## src/rtl/video_pkg.sv

```systemverilog
// Shared video-object definitions: line length, NUSIZ copy codes, copy offsets
// and the signed motion type used by the missile and ball objects.
package video_pkg;

  localparam int LINE_WIDTH_DEFAULT = 160;

  localparam logic [2:0] COPY_ONE          = 3'd0;
  localparam logic [2:0] COPY_TWO_CLOSE    = 3'd1;
  localparam logic [2:0] COPY_TWO_MED      = 3'd2;
  localparam logic [2:0] COPY_THREE_CLOSE  = 3'd3;
  localparam logic [2:0] COPY_TWO_WIDE     = 3'd4;
  localparam logic [2:0] COPY_DOUBLE_SIZE  = 3'd5;
  localparam logic [2:0] COPY_THREE_MED    = 3'd6;
  localparam logic [2:0] COPY_QUAD_SIZE    = 3'd7;

  localparam int unsigned OFFSET_CLOSE = 32'd16;
  localparam int unsigned OFFSET_MED   = 32'd32;
  localparam int unsigned OFFSET_WIDE  = 32'd64;

  typedef logic signed [3:0] motion_t;

  // True when pos is the left edge of one of the copies selected by the code.
  function automatic logic copy_start(input logic [2:0] copies, input int unsigned pos);
    logic hit;
    hit = (pos == 32'd0);
    case (copies)
      COPY_TWO_CLOSE:   hit = hit || (pos == OFFSET_CLOSE);
      COPY_TWO_MED:     hit = hit || (pos == OFFSET_MED);
      COPY_THREE_CLOSE: hit = hit || (pos == OFFSET_CLOSE) || (pos == OFFSET_MED);
      COPY_TWO_WIDE:    hit = hit || (pos == OFFSET_WIDE);
      COPY_THREE_MED:   hit = hit || (pos == OFFSET_MED) || (pos == OFFSET_WIDE);
      default:          hit = hit;
    endcase
    return hit;
  endfunction

endpackage

```

## src/rtl/missile_unit_if.sv

```systemverilog
// Control/observation bundle of the missile object. vdel/vdel_load exist only
// when MISSILE_VDEL_EN is defined.
interface missile_unit_if #(
    parameter int POS_BITS  = 8,
    parameter int SIZE_BITS = 2
);
    import video_pkg::*;

    // No valid/ready pair: every control input is a level or a one-clk pulse
    // sampled on each posedge; value/position are registered and always valid.
    logic                 pixel_tick;
    logic                 strobe;
    logic                 hmove;
    motion_t              motion;
    logic [SIZE_BITS-1:0] size;
    logic [2:0]           copies;
    logic                 enable;
    logic                 value;
    logic [POS_BITS-1:0]  position;
`ifdef MISSILE_VDEL_EN
    logic                 vdel;
    logic                 vdel_load;
`endif

    modport master (
        output pixel_tick, strobe, hmove, motion, size, copies, enable,
`ifdef MISSILE_VDEL_EN
        output vdel, vdel_load,
`endif
        input  value, position
    );

    modport slave (
        input  pixel_tick, strobe, hmove, motion, size, copies, enable,
`ifdef MISSILE_VDEL_EN
        input  vdel, vdel_load,
`endif
        output value, position
    );

endinterface

```

## src/rtl/missile_width_counter.sv

```systemverilog
// Draw-width counter: loads (1<<size)-1 on start, counts down per pixel tick
// and drops active after the last pixel. Shared by missile and ball objects.
module missile_width_counter #(
    parameter int SIZE_BITS = 2
) (
    input  logic                 clk,
    input  logic                 reset_n,
    input  logic                 tick,
    input  logic                 start,
    input  logic [SIZE_BITS-1:0] size,
    output logic                 active_next
);
    localparam int CNT_BITS = (1 << SIZE_BITS) - 1;

    logic                active;
    logic [CNT_BITS-1:0] cnt_q;
    logic [CNT_BITS-1:0] cnt_d;

    // A start always reloads, even mid-draw: overlapping copies restart, never merge.
    always_comb begin
        active_next = active;
        cnt_d       = cnt_q;
        if (start) begin
            active_next = 1'b1;
            cnt_d       = CNT_BITS'((32'd1 << size) - 32'd1);
        end else if (tick && active) begin
            if (cnt_q == '0) active_next = 1'b0;
            else             cnt_d       = cnt_q - 1'b1;
        end
    end

    always_ff @(posedge clk or negedge reset_n) begin
        if (!reset_n) begin
            active <= 1'b0;
            cnt_q  <= '0;
        end else begin
            active <= active_next;
            cnt_q  <= cnt_d;
        end
    end

endmodule

```

## src/rtl/missile_unit.sv

```systemverilog
// TIA-style missile: wrapping position counter, NUSIZ copies, HMOVE nudge and
// enable gating. Define MISSILE_VDEL_EN for the vertical-delay enable shadow.
module missile_unit
    import video_pkg::*;
#(
    parameter int LINE_WIDTH = LINE_WIDTH_DEFAULT,
    parameter int POS_BITS   = 8,
    parameter int SIZE_BITS  = 2
) (
    input  logic           clk,
    input  logic           reset_n,
    missile_unit_if.slave  bus
);
    localparam logic signed [POS_BITS:0] LINE_S = (POS_BITS+1)'(LINE_WIDTH);

    logic [POS_BITS-1:0]      position_q;
    logic                     skip_zero;
    logic                     value_q;
    logic                     start;
    logic                     active_next;
    logic                     enable_eff;
    logic signed [POS_BITS:0] motion_ext;
    logic signed [POS_BITS:0] moved;
    logic signed [POS_BITS:0] moved_wrap;
    logic [POS_BITS-1:0]      inc_pos;

    // A strobe already drew the position-0 copy, so the copy-0 start on the
    // first tick after it (position still 0) is suppressed.
    assign start = bus.strobe |
                   (bus.pixel_tick & ~skip_zero & copy_start(bus.copies, 32'(position_q)));

    assign motion_ext = {{(POS_BITS-3){bus.motion[3]}}, bus.motion};
    assign moved      = $signed({1'b0, position_q}) - motion_ext;
    assign inc_pos    = (position_q == POS_BITS'(LINE_WIDTH - 1)) ? '0 : position_q + 1'b1;

    always_comb begin
        moved_wrap = moved;
        if (moved[POS_BITS])      moved_wrap = moved + LINE_S;
        else if (moved >= LINE_S) moved_wrap = moved - LINE_S;
    end

`ifdef MISSILE_VDEL_EN
    logic enable_shadow;

    always_ff @(posedge clk or negedge reset_n) begin
        if (!reset_n)           enable_shadow <= 1'b0;
        else if (bus.vdel_load) enable_shadow <= bus.enable;
    end

    assign enable_eff = bus.vdel ? enable_shadow : bus.enable;
`else
    assign enable_eff = bus.enable;
`endif

    missile_width_counter #(.SIZE_BITS(SIZE_BITS)) u_width (
        .clk         (clk),
        .reset_n     (reset_n),
        .tick        (bus.pixel_tick),
        .start       (start),
        .size        (bus.size),
        .active_next (active_next)
    );

    // Position priority: strobe, then hmove (which swallows a coincident tick), then tick.
    always_ff @(posedge clk or negedge reset_n) begin
        if (!reset_n) begin
            position_q <= '0;
            skip_zero  <= 1'b0;
            value_q    <= 1'b0;
        end else begin
            if (bus.strobe)          position_q <= '0;
            else if (bus.hmove)      position_q <= moved_wrap[POS_BITS-1:0];
            else if (bus.pixel_tick) position_q <= inc_pos;

            if (bus.strobe)                        skip_zero <= 1'b1;
            else if (bus.pixel_tick || bus.hmove)  skip_zero <= 1'b0;

            value_q <= active_next & enable_eff;
        end
    end

    assign bus.value    = value_q;
    assign bus.position = position_q;

endmodule

```

## src/flat_wrapper.sv

```systemverilog
// flat-port wrapper written by rule: the top's interface ports become plain ports
module missile_unit_flat import video_pkg::*;
#(
    parameter int LINE_WIDTH = LINE_WIDTH_DEFAULT,
    parameter int POS_BITS   = 8,
    parameter int SIZE_BITS  = 2
)
  (clk, reset_n, bus_pixel_tick, bus_strobe, bus_hmove, bus_motion, bus_size, bus_copies, bus_enable, bus_value, bus_position);
  missile_unit_if #(.POS_BITS(POS_BITS), .SIZE_BITS(SIZE_BITS)) bus_i ();
  input  logic clk;
  input  logic reset_n;
  input wire logic [$bits(bus_i.pixel_tick)-1:0] bus_pixel_tick;
  input wire logic [$bits(bus_i.strobe)-1:0] bus_strobe;
  input wire logic [$bits(bus_i.hmove)-1:0] bus_hmove;
  input wire logic [$bits(bus_i.motion)-1:0] bus_motion;
  input wire logic [$bits(bus_i.size)-1:0] bus_size;
  input wire logic [$bits(bus_i.copies)-1:0] bus_copies;
  input wire logic [$bits(bus_i.enable)-1:0] bus_enable;
  output wire logic [$bits(bus_i.value)-1:0] bus_value;
  output wire logic [$bits(bus_i.position)-1:0] bus_position;
  assign bus_i.pixel_tick = bus_pixel_tick;
  assign bus_i.strobe = bus_strobe;
  assign bus_i.hmove = bus_hmove;
  assign bus_i.motion = bus_motion;
  assign bus_i.size = bus_size;
  assign bus_i.copies = bus_copies;
  assign bus_i.enable = bus_enable;
  assign bus_value = bus_i.value;
  assign bus_position = bus_i.position;
  missile_unit #(.LINE_WIDTH(LINE_WIDTH), .POS_BITS(POS_BITS), .SIZE_BITS(SIZE_BITS)) u_core (.clk(clk), .reset_n(reset_n), .bus(bus_i));
endmodule
```

## config.mk

```make
export PLATFORM = sky130hd
export DESIGN_NAME = missile_unit_flat
export DESIGN_NICKNAME = d
export VERILOG_FILES = /design/src/rtl/video_pkg.sv /design/src/rtl/missile_unit_if.sv /design/src/rtl/missile_width_counter.sv /design/src/rtl/missile_unit.sv /design/src/flat_wrapper.sv
export SDC_FILE = /design/constraint.sdc
export NUM_CORES = 1
export LEC_CHECK = 0
export CAP_MARGIN = 20
export CORE_MARGIN = 2
export CORE_UTILIZATION = 53
export DETAILED_ROUTE_END_ITERATION = 10
export HOLD_SLACK_MARGIN = 0.06
export PLACE_DENSITY = 0.84
export SLEW_MARGIN = 20
export SYNTH_ARGS = -nofsm -noshare
export SYNTH_HDL_FRONTEND = slang
export SYNTH_SLANG_ARGS = --single-unit
```

## constraint.sdc

```tcl
create_clock -name clk -period 3.5 [get_ports clk]
set_clock_uncertainty 0.15 [all_clocks]
set_input_delay 0.525 -clock clk [delete_from_list [all_inputs] [get_ports clk]]
set_output_delay 0.525 -clock clk [all_outputs]
set_load 0.01 [all_outputs]
```

==> flow_metrics.tcl, run 1 <==
set metrics [dict create \
    status "finished clean" \
    hold_viol_final 0 \
    ctsResizeCount 0 \
    syn_to_final_growth_pct 25.71 \
    ant_nets 0 \
    top_usage_layer "met2" \
    die-area_um2 3002 \
    synth_seq_area_share 0.2562 \
    antenna_found_initial 0 \
    boundaryPins 24 \
    die_w_um 54.80 \
    ys_top_cells_by_area "dfrtp_1 26%, ha_1 12%, nor2_1 4.7%" \
    finalWorstSetupSlack_ns 0.2505 \
    cts_hold_buf 0 \
    slew_headroom 0.5768 \
    cts_setup_buffers 0 \
    finalSetupViolCount 0 \
    period_share 0.9284 \
    synth.cell_area_um2 1368 \
    drc 0 \
    syn-mean-instance-area_um2 8.494 \
    period_needed_ns 3.249 \
    grt_usage 0.2467 \
    die_h_um 54.80 \
    syn_inst 161 \
    yosysTopAreaCellShare 0.2562 \
    met3_usage 0.01913 \
    finalMaxSlewViolations 0 \
    cts_tree "built" \
    yosysUniqueCellTypes 44 \
    grt_max_degree 18 \
    synth_seq_cells 14 \
    drt_wl_total_mm 3.227 \
    synth_enable_flop_cells 0 \
    tns_ns 0 \
    cts_made_buffers 3 \
    gr-total-overflow 0 \
    clock_sinks 14 \
    peakVddDrop_mv 0.2895 \
    ctsHtreeMaxLevel 1 \
    mappedNetlistNets 190 \
    yosys_warnings 0 \
    whs_ns 0.3626 \
    num_antenna_cells 0 \
    critical_path_class "input pin to flip-flop" \
    hold_path_class "flip-flop to flip-flop" \
    io_buffers 23 \
    via_count 1343 \
    path_clk_slew_ns 0.08 \
    initial_core_util 0.5571 \
    cts_root_buffer "clkbuf_4" \
    layout-drive-gt1-share 0.1158 \
    critPathMaxFanout 4 \
    place_congestion 0.8734 \
    wl_per_cell_um 14.67 \
    grt_pass1_wl_mm 5.437 \
    use_met2 0.4087 \
    worstPathArrival_ns 3.28 \
    max_freq_mhz 307.7 \
    power_w 0.0007549 \
    drt_iter0_drc 32 \
    power.density_nw_per_um2 439.1 \
    clock_latency_ns 0.28 \
    grt_pass1_vias 1280 \
    synth_top_area_cell "dfrtp_1" \
    leakage_nw 0.7680 \
    met1_usage 0.3300 \
    drt-pass1-iter-count 4 \
    synth_ff_type "dfrtp_1" \
    crit_path_end_kind "flip-flop" \
    crit_required_ns 3.53 \
    fin_nets 220 \
    dpl.hpwl_mm 2.535 \
    via_per_inst 6.105 \
    rsz0062_at_grt "false" \
    rows 18 \
    core_area_um2 2455 \
    ys_async_sr_fraction 1.000 \
    pre_cts_slack_ns -0.08612 \
    tightestPinTransition_ns 0.6328 \
    yosysMostFrequentCell "nor2_1" \
    drv_cap 0 \
    startpoint_type "input pin" \
    synth_commonest_cells "17 x nor2_1, 14 x dfrtp_1, 13 x ha_1, 11 x inv_1, 9 x a21oi_1" \
    max-clock-path-buffers 2 \
]
[final timing paths]
path                       cells past startpoint  slack [ns]                   start                      to
setup / recovery                              11        0.25           bus_motion[3]  u_core.bus.position[7]
hold / removal                                 1        0.36        u_core.skip_zero        u_core.skip_zero
setup reg to reg                              12        0.40  u_core.bus.position[0]  u_core.bus.position[7]
hold reg to reg                                1        0.36        u_core.skip_zero        u_core.skip_zero
max in group asynchronous                      1        2.31                 reset_n        u_core.skip_zero
min in group asynchronous                      1        0.47                 reset_n  u_core.bus.position[0]
[per-layer routing]
| metal | up-vias | part of all wire |
|---|---|---|
| met5 | - | 0 |
| met4 | 0 | 0.010 |
| met3 | 6 | 0.032 |
| met2 | 33 | 0.49 |
| met1 | 640 | 0.47 |
| li1 | 664 | - |
[final cells by class]
class | instances | area (µm²)
Timing Repair Buffer | 31 | 290.3
Sequential cell | 14 | 350.3
Inverter | 11 | 41.29
Tap cell | 30 | 37.54
Fill cell | 205 | 735.7
Clock buffer | 4 | 36.28
Multi-Input combinational cell | 130 | 963.4
[stage by stage]
step | util | cells | cell area, µm²
2_1_floorplan | - | 161 | 1368
3_3_place_gp | 0.6814 | 216 | 1673
3_5_place_dp | 0.6814 | 216 | 1673
4_1_cts | 0.6962 | 220 | 1709
5_1_grt | 0.7003 | 220 | 1719
6_report | 0.7003 | 220 | 1719
[layout by cell type, fill, tap and decap left out, types with 3 or more instances in the layout]
cell and n:
a211oi_1 7, a21o_1 4, a21oi_1 9, a311oi_1 3, and3_1 4, buf_4 8
clkbuf_4 3, clkdlybuf4s50_1 23, dfrtp_1 14, ha_1 13, inv_1 11, mux2i_1 5
nand2_1 8, nand3_1 3, nand4_1 3, nor2_1 17, nor2b_1 3, nor3_1 6
o21ai_0 4, o22ai_1 3, xnor2_1 6
[report_power, final]
| part | internal, W | switching, W |
|---|---|---|
| Sequential | 0.000192 | 0.0000418 |
| Clock | 0.0000632 | 0.0000548 |
| Combinational | 0.000199 | 0.000205 |
[registers in the layout, summed over array words and instances (netlist names)]
register	cells
u_core.bus.position	8
u_core.bus.value	1
u_core.skip_zero	1
u_core.u_width.active	1
u_core.u_width.cnt_q	3
[worst max-delay path: stages]
cell             delay [ns]
clkdlybuf4s50_1        0.49
inv_1                  0.10
ha_1                   0.35
a21o_1                 0.25
a221oi_4               0.32
xor2_1                 0.20
inv_1                  0.07
ha_1                   0.21
o21ai_0                0.07
or4b_1                 0.45
a311oi_1               0.25
[logic make-up after synthesis]
logic type / after synthesis / synth area share
simple gates: 59 / 0.2260
buf+inv: 17 / 0.04666
xor+xnor: 9 / 0.05764
flops: 14 / 0.2562
fa+ha+maj: 14 / 0.1336
compound gates: 42 / 0.2352
mux: 6 / 0.04483
Power figures use the tool's default switching activity.
==> inputs of run 2 (changes only) <==
CAP_MARGIN = 5   (was 20)
TNS_END_PERCENT = 10   (was default)
==> results of run 2 <==
No change in the layout: final DEF, timing and power equal those of run 1.
==> inputs of run 3 (changes only) <==
CAP_MARGIN = 20   (was 5)
==> results of run 3 <==
No change in the layout: final DEF, timing and power equal those of run 1.
